**src/rtl/quad_encoder_emulator.sv**
```systemverilog
// Quadrature encoder emulator: replays A/B/index waveforms of a real encoder for
// commanded signed edge counts at a programmable edge period, tracking shaft position.
module quad_encoder_emulator #(
  parameter int CPR   = 2048,
  parameter int CNT_W = 32,
  parameter int PER_W = 16
) (
  input  logic             clk,
  input  logic             reset_n,
  input  logic             cmd_valid,
  output logic             cmd_ready,
  input  logic [CNT_W-1:0] cmd_delta,
  input  logic [PER_W-1:0] cmd_period,
  input  logic             abort,
  input  logic             zero_pos,
  output logic             encoder_a,
  output logic             encoder_b,
  output logic             encoder_index,
  output logic [CNT_W-1:0] position,
  output logic             busy,
  output logic             done
);

  localparam int REV_W = $clog2(CPR);
  localparam logic [REV_W-1:0] REV_LAST = REV_W'(CPR - 1);

  typedef enum logic {IDLE, RUN} state_t;

  state_t           r_state, w_nextState;
  logic [1:0]       r_phase, w_phaseNext;
  logic [CNT_W-1:0] r_pos, w_posNext;
  logic [REV_W-1:0] r_rev, w_revNext;
  logic [CNT_W-1:0] r_remaining;
  logic [PER_W-1:0] r_per, r_timer, w_timerNext;
  logic             r_dir;
  logic             r_a, r_b, r_index, r_done;
  logic             w_accept, w_step, w_finish, w_deltaZero;
  logic [CNT_W-1:0] w_deltaAbs;
  logic [PER_W-1:0] w_perClamped;

  assign w_deltaZero  = (cmd_delta == '0);
  assign w_deltaAbs   = cmd_delta[CNT_W-1] ? (~cmd_delta + CNT_W'(1)) : cmd_delta;
  assign w_perClamped = (cmd_period == '0) ? PER_W'(1) : cmd_period;

  always_ff @(posedge clk or negedge reset_n) begin
    if (!reset_n) r_state <= IDLE;
    else          r_state <= w_nextState;
  end

  // Abort is checked before the step so it wins even on the final edge.
  always_comb begin
    w_nextState = r_state;
    w_accept    = 1'b0;
    w_step      = 1'b0;
    w_finish    = 1'b0;
    w_timerNext = r_timer;
    case (r_state)
      IDLE: begin
        if (cmd_valid) begin
          w_accept = 1'b1;
          if (!w_deltaZero) begin
            w_nextState = RUN;
            w_timerNext = '0;
          end
        end
      end
      RUN: begin
        if (abort) begin
          w_nextState = IDLE;
        end else if (r_timer == r_per - PER_W'(1)) begin
          w_step      = 1'b1;
          w_timerNext = '0;
          if (r_remaining == CNT_W'(1)) begin
            w_nextState = IDLE;
            w_finish    = 1'b1;
          end
        end else begin
          w_timerNext = r_timer + PER_W'(1);
        end
      end
      default: w_nextState = IDLE;
    endcase
  end

  // rev counter wraps explicitly so CPR need not be a power of two.
  always_comb begin
    w_phaseNext = r_phase;
    w_posNext   = r_pos;
    w_revNext   = r_rev;
    if (w_step) begin
      if (!r_dir) begin
        w_phaseNext = r_phase + 2'd1;
        w_posNext   = r_pos + CNT_W'(1);
        w_revNext   = (r_rev == REV_LAST) ? '0 : r_rev + REV_W'(1);
      end else begin
        w_phaseNext = r_phase - 2'd1;
        w_posNext   = r_pos - CNT_W'(1);
        w_revNext   = (r_rev == '0) ? REV_LAST : r_rev - REV_W'(1);
      end
    end else if (zero_pos && (r_state == IDLE)) begin
      w_phaseNext = '0;
      w_posNext   = '0;
      w_revNext   = '0;
    end
  end

  always_ff @(posedge clk or negedge reset_n) begin
    if (!reset_n) begin
      r_phase     <= '0;
      r_pos       <= '0;
      r_rev       <= '0;
      r_a         <= 1'b0;
      r_b         <= 1'b0;
      r_index     <= 1'b1;
      r_done      <= 1'b0;
      r_timer     <= '0;
      r_per       <= PER_W'(1);
      r_remaining <= '0;
      r_dir       <= 1'b0;
    end else begin
      r_phase <= w_phaseNext;
      r_pos   <= w_posNext;
      r_rev   <= w_revNext;
      r_a     <= w_phaseNext[1] ^ w_phaseNext[0];
      r_b     <= w_phaseNext[1];
      r_index <= (w_revNext == '0);
      r_done  <= w_finish | (w_accept & w_deltaZero);
      r_timer <= w_timerNext;
      if (w_accept) begin
        r_remaining <= w_deltaAbs;
        r_dir       <= cmd_delta[CNT_W-1];
        r_per       <= w_perClamped;
      end else if (w_step) begin
        r_remaining <= r_remaining - CNT_W'(1);
      end
    end
  end

  assign encoder_a     = r_a;
  assign encoder_b     = r_b;
  assign encoder_index = r_index;
  assign position      = r_pos;
  assign busy          = (r_state == RUN);
  assign cmd_ready     = (r_state == IDLE);
  assign done          = r_done;

endmodule
```
**config.mk**
```make
export PLATFORM = sky130hd
export DESIGN_NAME = quad_encoder_emulator
export DESIGN_NICKNAME = d
export VERILOG_FILES = /design/src/rtl/quad_encoder_emulator.sv
export SDC_FILE = /design/constraint.sdc
export NUM_CORES = 1
export LEC_CHECK = 0
export CORE_MARGIN = 5
export CORE_UTILIZATION = 60
export DETAILED_ROUTE_END_ITERATION = 7
export PLACE_DENSITY = 0.9
export SYNTH_ARGS = -nofsm -noshare
export SYNTH_HDL_FRONTEND = slang
export SYNTH_SLANG_ARGS = --single-unit
```
**constraint.sdc**
```tcl
create_clock -name clk -period 7.2 [get_ports clk]
set_clock_uncertainty 0.15 [all_clocks]
set_input_delay 0.72 -clock clk [delete_from_list [all_inputs] [get_ports clk]]
set_output_delay 0.72 -clock clk [all_outputs]
set_load 0.05 [all_outputs]
```
Yosys cells after proc, flatten, opt, wreduce, memory -nomap -nowiden
Index checks and enable logic that the tools add are counted.
- $add $sub $neg: 10
- equal/unequal tests: 6
- muxes and demuxes: 35
- bitwise logic cells: 5
- reductions and logical operators: 8
- operators with widths (operator ; count):
    32-bit two-way mux ; 6
    16-bit two-way mux ; 5
    32-bit by 1-bit adder with 32-bit output, second input constant ; 2
    32-bit by 1-bit subtractor with 32-bit output, second input constant ; 2
    11-bit two-way mux ; 5
    32-bit by 1-bit equality test with 1-bit output, second input constant ; 1
    32-bit logical NOT ; 1
    32-bit inverter ; 1
    16-bit case mux with 2 select lines ; 1
    11-bit logical NOT ; 2
    16-bit by 1-bit adder with 16-bit output, second input constant ; 1
    16-bit equality test ; 1
    16-bit logical NOT ; 1
    16-bit by 1-bit subtractor with 16-bit output, second input constant ; 1
    1-bit two-way mux ; 14
    11-bit by 1-bit adder with 11-bit output, second input constant ; 1
    11-bit equality test, second input constant ; 1
    11-bit by 1-bit subtractor with 11-bit output, second input constant ; 1
    2-bit two-way mux ; 3
    2-bit != test, second input constant ; 3
    2-bit nonzero test ; 2
    3-bit AND reduction ; 1
    2-bit by 1-bit adder with 2-bit output, second input constant ; 1
    1-bit case mux with 2 select lines ; 1
    6 further kinds ; 6
- flip-flop bits (word level): 115
- logic and storage cells: 76

Longest topological paths before layout
- depth in word-level cells: 7
- depth in mapped cells: 13

Worst setup path before layout
OpenSTA, ideal clock, no wires.
- kind: input-to-reg
- from: in cmd_delta[8]
- to: reg r_timer[14]
- setup time: 0.126 ns
- arrival time: 3.614 ns
- required time: 6.924 ns
- setup slack: 3.310 ns
- stages: 10
- path through: or4_4 or4_4 or2_4 or4_4 or4_4 a21boi_4 or2_1 buf_6 buf_12 o31ai_1
- word-level cells in the longest chain between the ends: 3
- RTL lines (item ; RTL line ; source):
    start, declared ; 12 ; input logic [CNT_W-1:0] cmd_delta,
    32-bit logical NOT ; 41 ; assign w_deltaZero = (cmd_delta == '0);
    2-bit != test (no line) ; -- ;
    3-bit AND reduction (no line) ; -- ;
    end signal, assigned ; 128 ; r_timer <= w_timerNext;
    end, declared ; 34 ; logic [PER_W-1:0] r_per, r_timer, w_timerNext;
No other way between the ends.
A chain may end at the register's enable or synchronous reset.

Final worst setup path
- from: in cmd_delta[2]
- to: reg r_timer[3]
Same word-level chain as after synthesis.

==> results list <==
- Simple-gate share of the synthesized area: 0.247
- Synthesis produced a netlist with a net count of 1116.
- Gpl congestion: 0.929
- Category of the worst setup path launch point: primary input
* Remaining global-route overflow: 0
* RSZ-0062 raised after global routing: no
- The initial utilization of the core area, before any placement, comes to 0.610.
- Startpoint of the worst setup timing path: cmd_delta[2]
- By area the synthesized netlist is led by sky130_fd_sc_hd__dfrtp_1, sky130_fd_sc_hd__o21ai_0, sky130_fd_sc_hd__xnor2_1.
* Number of vias in the routed layout: 8204
- Measured along the y axis, the die boundary spans 129 µm.
* Uppermost layer routed: met4
* Area growth syn-to-layout: 19.6%
* Leakage power figure: 0.00430 µW
- Post-CTS Setup Inserts: 0
- Post-synthesis async set-or-reset flop share: 1.00
- Final Cycle Share: 0.669
* Total of warnings raised by yosys: 0
* Number of DRC violations after detailed routing: 0
- At the pin with the least slew margin, the transition time is 1.06 ns.
* Worst Setup End Kind: flip-flop
* Number of nets still failing antenna checks after routing: 0
* Mapped cell area: 8470 µm²
- Headroom to the max-slew limit: 0.296
- In this run the power density over the cells is 229 nW/µm².
- Largest net degree at the start of global routing: 77
* Count of inserted antenna diode cells: 0
* Combinational family with the most area after synthesis: simple AND/OR/NAND/NOR gates
- Across every metal layer, demand over resource in global routing totals 0.271.
- For this run, the register share of the synthesized area comes to 0.337.
- Cell row count: 43
- Clock-pin slew on the worst setup and hold paths: 0.05 ns
- Quantity of I/O buffers inserted on ports: 90
* H-Tree Depth: 4
- Synthesis produced a netlist whose cell count is 1024.
- The die covers 16600 µm².
* Number of sinks driven by the clock tree: 114
- Maximum fanout along the worst path: 17
- Number of global-route vias before repair: 7877
- The die is 129 µm wide.
- The max-slew violation count came to 0.
- Number of flops mapped to enable cells by yosys: 0
- The first global-routing pass estimated 36.9 mm of wire.
- The longest clock path from root to sink contains 2 buffers.
- Master cell of the clock root buffer: sky130_fd_sc_hd__clkbuf_16
- Of the total synthesized cell area, the portion taken by full adders, half adders and majority gates is 0.0585.
* Largest stage delay, worst path: 0.68 ns
* Hold/Removal Path Class: primary input to async pin
- Multiplexer share of the synthesized area: 0.00739
- Of the total synthesized cell area, the portion taken by XOR and XNOR cells is 0.102.
- Number of violations of the max-capacitance limit: 0
- Clock latency at the later pin of the worst-skew pair: 0.43 ns
- Resized cells post-CTS: 0
- The initial antenna violation count is 0.
- In the final design database the tool counted 1179 nets.
- Source of the worst register-to-register timing path: r_per[1]
- The flow ran to the end, and the final reports show no timing, DRC or antenna violations.
- On the critical path, the stage with the largest delay is an instance of sky130_fd_sc_hd__or2_1.
- Max IR drop VDD: 199 µV
* Required time reported for the critical path endpoint: 7.32 ns
* Number of library cell types mapped by synthesis: 74
* Routed wire length on met2: 10.7 mm
- Metal1 wirelength: 9.45 mm
- CTS tree: built
* Total half-perimeter wirelength after legalization and detailed placement: 14.8 mm
* Fraction of the mapped netlist area in compound gates: 0.210
- Met3 wirelength from detailed routing: 1.38 mm
- Synthesis inferred 114 register bits.
- The detailed router finished its first iteration with 817 violations.
* # IOs: 91
- After detailed routing, the average wire length per cell comes to 17.3 µm.
- Hold Fails Final Rpt: 0
- The critical path is of the primary input to flip-flop type.
- Setup violations remaining at the end of the flow were counted as 0.
- Inserted Clock Buffers: 17
* Share of the synthesized area in the top cell type: 0.331
* Average via count per standard cell: 6.41
* Clock period minus final worst setup slack: 4.82 ns
- Post-CTS Hold Buffers: 0
* Sum of routed wire length over all layers: 22.2 mm
* Mapped Avg Cell Area: 8.27 µm²
- In the final layout, the share of cells above drive strength 1 is 0.0636.
* Post-synth top area cell: sky130_fd_sc_hd__dfrtp_1
- Adding up every negative setup slack in the final design gives 0 ns.
- Overall power: 2320 µW
- Critical path arrival: 4.94 ns
- Area of the core region: 13900 µm²
* Cell-by-cell listing of the critical path: clkdlybuf4s50_1 > nor3_1 > nand3b_1 > or4_4 > or2_4 > or4_4 > or4_4 > a21boi_4 > or2_1 > o31ai_1
- Top FF cell, synth: sky130_fd_sc_hd__dfrtp_1
- Maximum clock rate: 0.207 GHz
- Critical path's most frequent cell: sky130_fd_sc_hd__or4_4
- First drt pass iteration count: 5
[cells by family after synthesis]
| logic type | count (synthesis) |
|---|---|
| AOI/OAI and AO/OA | 282 |
| xor gates and xnor gates | 99 |
| adders and majority gates | 39 |
| buffers and inverters | 76 |
| DFF | 114 |
| muxes | 6 |
| and+or+nand+nor | 408 |
[report_power, final]
group / switching, µW / internal [µW] / total [µW]
logic: 291 / 213 / 504
registers: 111 / 709 / 820
clock network: 309 / 683 / 992
total: 711 / 1610 / 2320
[state kept, by name, indices dropped and copies added (netlist names)]
name           count
busy               1
done               1
encoder_a          1
encoder_b          1
encoder_index      1
position          32
r_dir              1
r_per             16
r_phase            1
r_remaining       32
r_rev             11
r_timer           16
[placed cells by master (no fill, tap or decap), types with 6 or more instances in the layout]
cell type	n
sky130_fd_sc_hd__xor2_1	44
sky130_fd_sc_hd__a21o_1	16
sky130_fd_sc_hd__o21ai_1	7
sky130_fd_sc_hd__buf_4	9
sky130_fd_sc_hd__o41ai_1	6
sky130_fd_sc_hd__clkbuf_16	17
sky130_fd_sc_hd__nand2b_1	18
sky130_fd_sc_hd__a21oi_1	43
sky130_fd_sc_hd__o21ai_2	7
sky130_fd_sc_hd__or3_1	12
sky130_fd_sc_hd__xnor2_1	55
sky130_fd_sc_hd__ha_1	38
sky130_fd_sc_hd__clkdlybuf4s50_1	89
sky130_fd_sc_hd__nor2b_1	11
sky130_fd_sc_hd__nand3_1	65
sky130_fd_sc_hd__dfrtp_1	111
sky130_fd_sc_hd__a31oi_1	19
sky130_fd_sc_hd__nand4_1	21
sky130_fd_sc_hd__nor4_1	16
sky130_fd_sc_hd__o21ai_0	105
sky130_fd_sc_hd__and3_1	20
sky130_fd_sc_hd__nand2_1	111
sky130_fd_sc_hd__nor3_1	26
sky130_fd_sc_hd__or4_1	17
sky130_fd_sc_hd__inv_1	21
sky130_fd_sc_hd__bufinv_16	6
sky130_fd_sc_hd__o31ai_1	22
sky130_fd_sc_hd__o21a_1	7
sky130_fd_sc_hd__nor2_1	60
[cell usage after synthesis (12+ instances only)]
| master | count |
|---|---|
| sky130_fd_sc_hd__xor2_1 | 44 |
| sky130_fd_sc_hd__o21ai_0 | 105 |
| sky130_fd_sc_hd__o31ai_1 | 22 |
| sky130_fd_sc_hd__ha_1 | 38 |
| sky130_fd_sc_hd__inv_1 | 21 |
| sky130_fd_sc_hd__nor4_1 | 17 |
| sky130_fd_sc_hd__nand2b_1 | 18 |
| sky130_fd_sc_hd__a31oi_1 | 19 |
| sky130_fd_sc_hd__nor3_1 | 26 |
| sky130_fd_sc_hd__a21o_1 | 16 |
| sky130_fd_sc_hd__clkbuf_1 | 46 |
| sky130_fd_sc_hd__dfrtp_1 | 112 |
| sky130_fd_sc_hd__a21oi_1 | 43 |
| sky130_fd_sc_hd__nor2_1 | 61 |
| sky130_fd_sc_hd__nor2b_1 | 12 |
| sky130_fd_sc_hd__xnor2_1 | 55 |
| sky130_fd_sc_hd__or3_1 | 12 |
| sky130_fd_sc_hd__nand3_1 | 65 |
| sky130_fd_sc_hd__nand2_1 | 111 |
| sky130_fd_sc_hd__and3_1 | 20 |
| sky130_fd_sc_hd__or4_1 | 17 |
| sky130_fd_sc_hd__nand4_1 | 21 |
[path summary, 6_finish.rpt]
kind                                  endpoint  slack, ns  cells after the start
worst max-delay path                r_timer[3]       2.38                     10
min in group clk                   r_timer[15]       0.36                      1
worst min-delay path                  r_per[8]       0.11                      1
max in group asynchronous                r_dir       5.43                      2
worst max register to register  r_remaining[6]       3.02                     12
worst min register to register     r_timer[15]       0.36                      1
[per-stage QoR]
step                      instance area, µm²  hold slack [ns]  setup slack [ns]   util  cells
final                                  10100            0.108              2.38  0.729   1280
after global routing                   10100            0.154              2.26  0.729   1280
after CTS                              10100            0.125              2.41  0.729   1280
after detailed placement                9440            0.346              2.01  0.680   1248
after global placement                  9440            0.332              2.18  0.680   1248
after floorplan                         8470            0.274              3.31      -   1024
[final cells by class]
type / count / area, µm²
Tap cell: 180 / 225
Inverter: 22 / 82.6
Timing Repair Buffer: 98 / 958
Multi-Input combinational cell: 834 / 5310
Clock buffer: 22 / 484
Sequential cell: 114 / 2860
Fill cell: 995 / 3760
Clock inverter: 10 / 203
[worst max-delay path: cells and delay by family]
| family | cells | cell delay, ns |
|---|---|---|
| simple gates | 7 | 3.14 |
| buf+inv | 1 | 0.48 |
| compound gates | 2 | 0.59 |
[routing by layer]
| layer | GRT usage | vias to the layer above |
|---|---|---|
| met5 | 0 | - |
| met4 | 0.119 | 0 |
| met3 | 0.0527 | 75 |
| met2 | 0.435 | 344 |
| met1 | 0.359 | 3886 |
| li1 | - | 3899 |
Note: power is estimated with default switching activity, not from simulation.
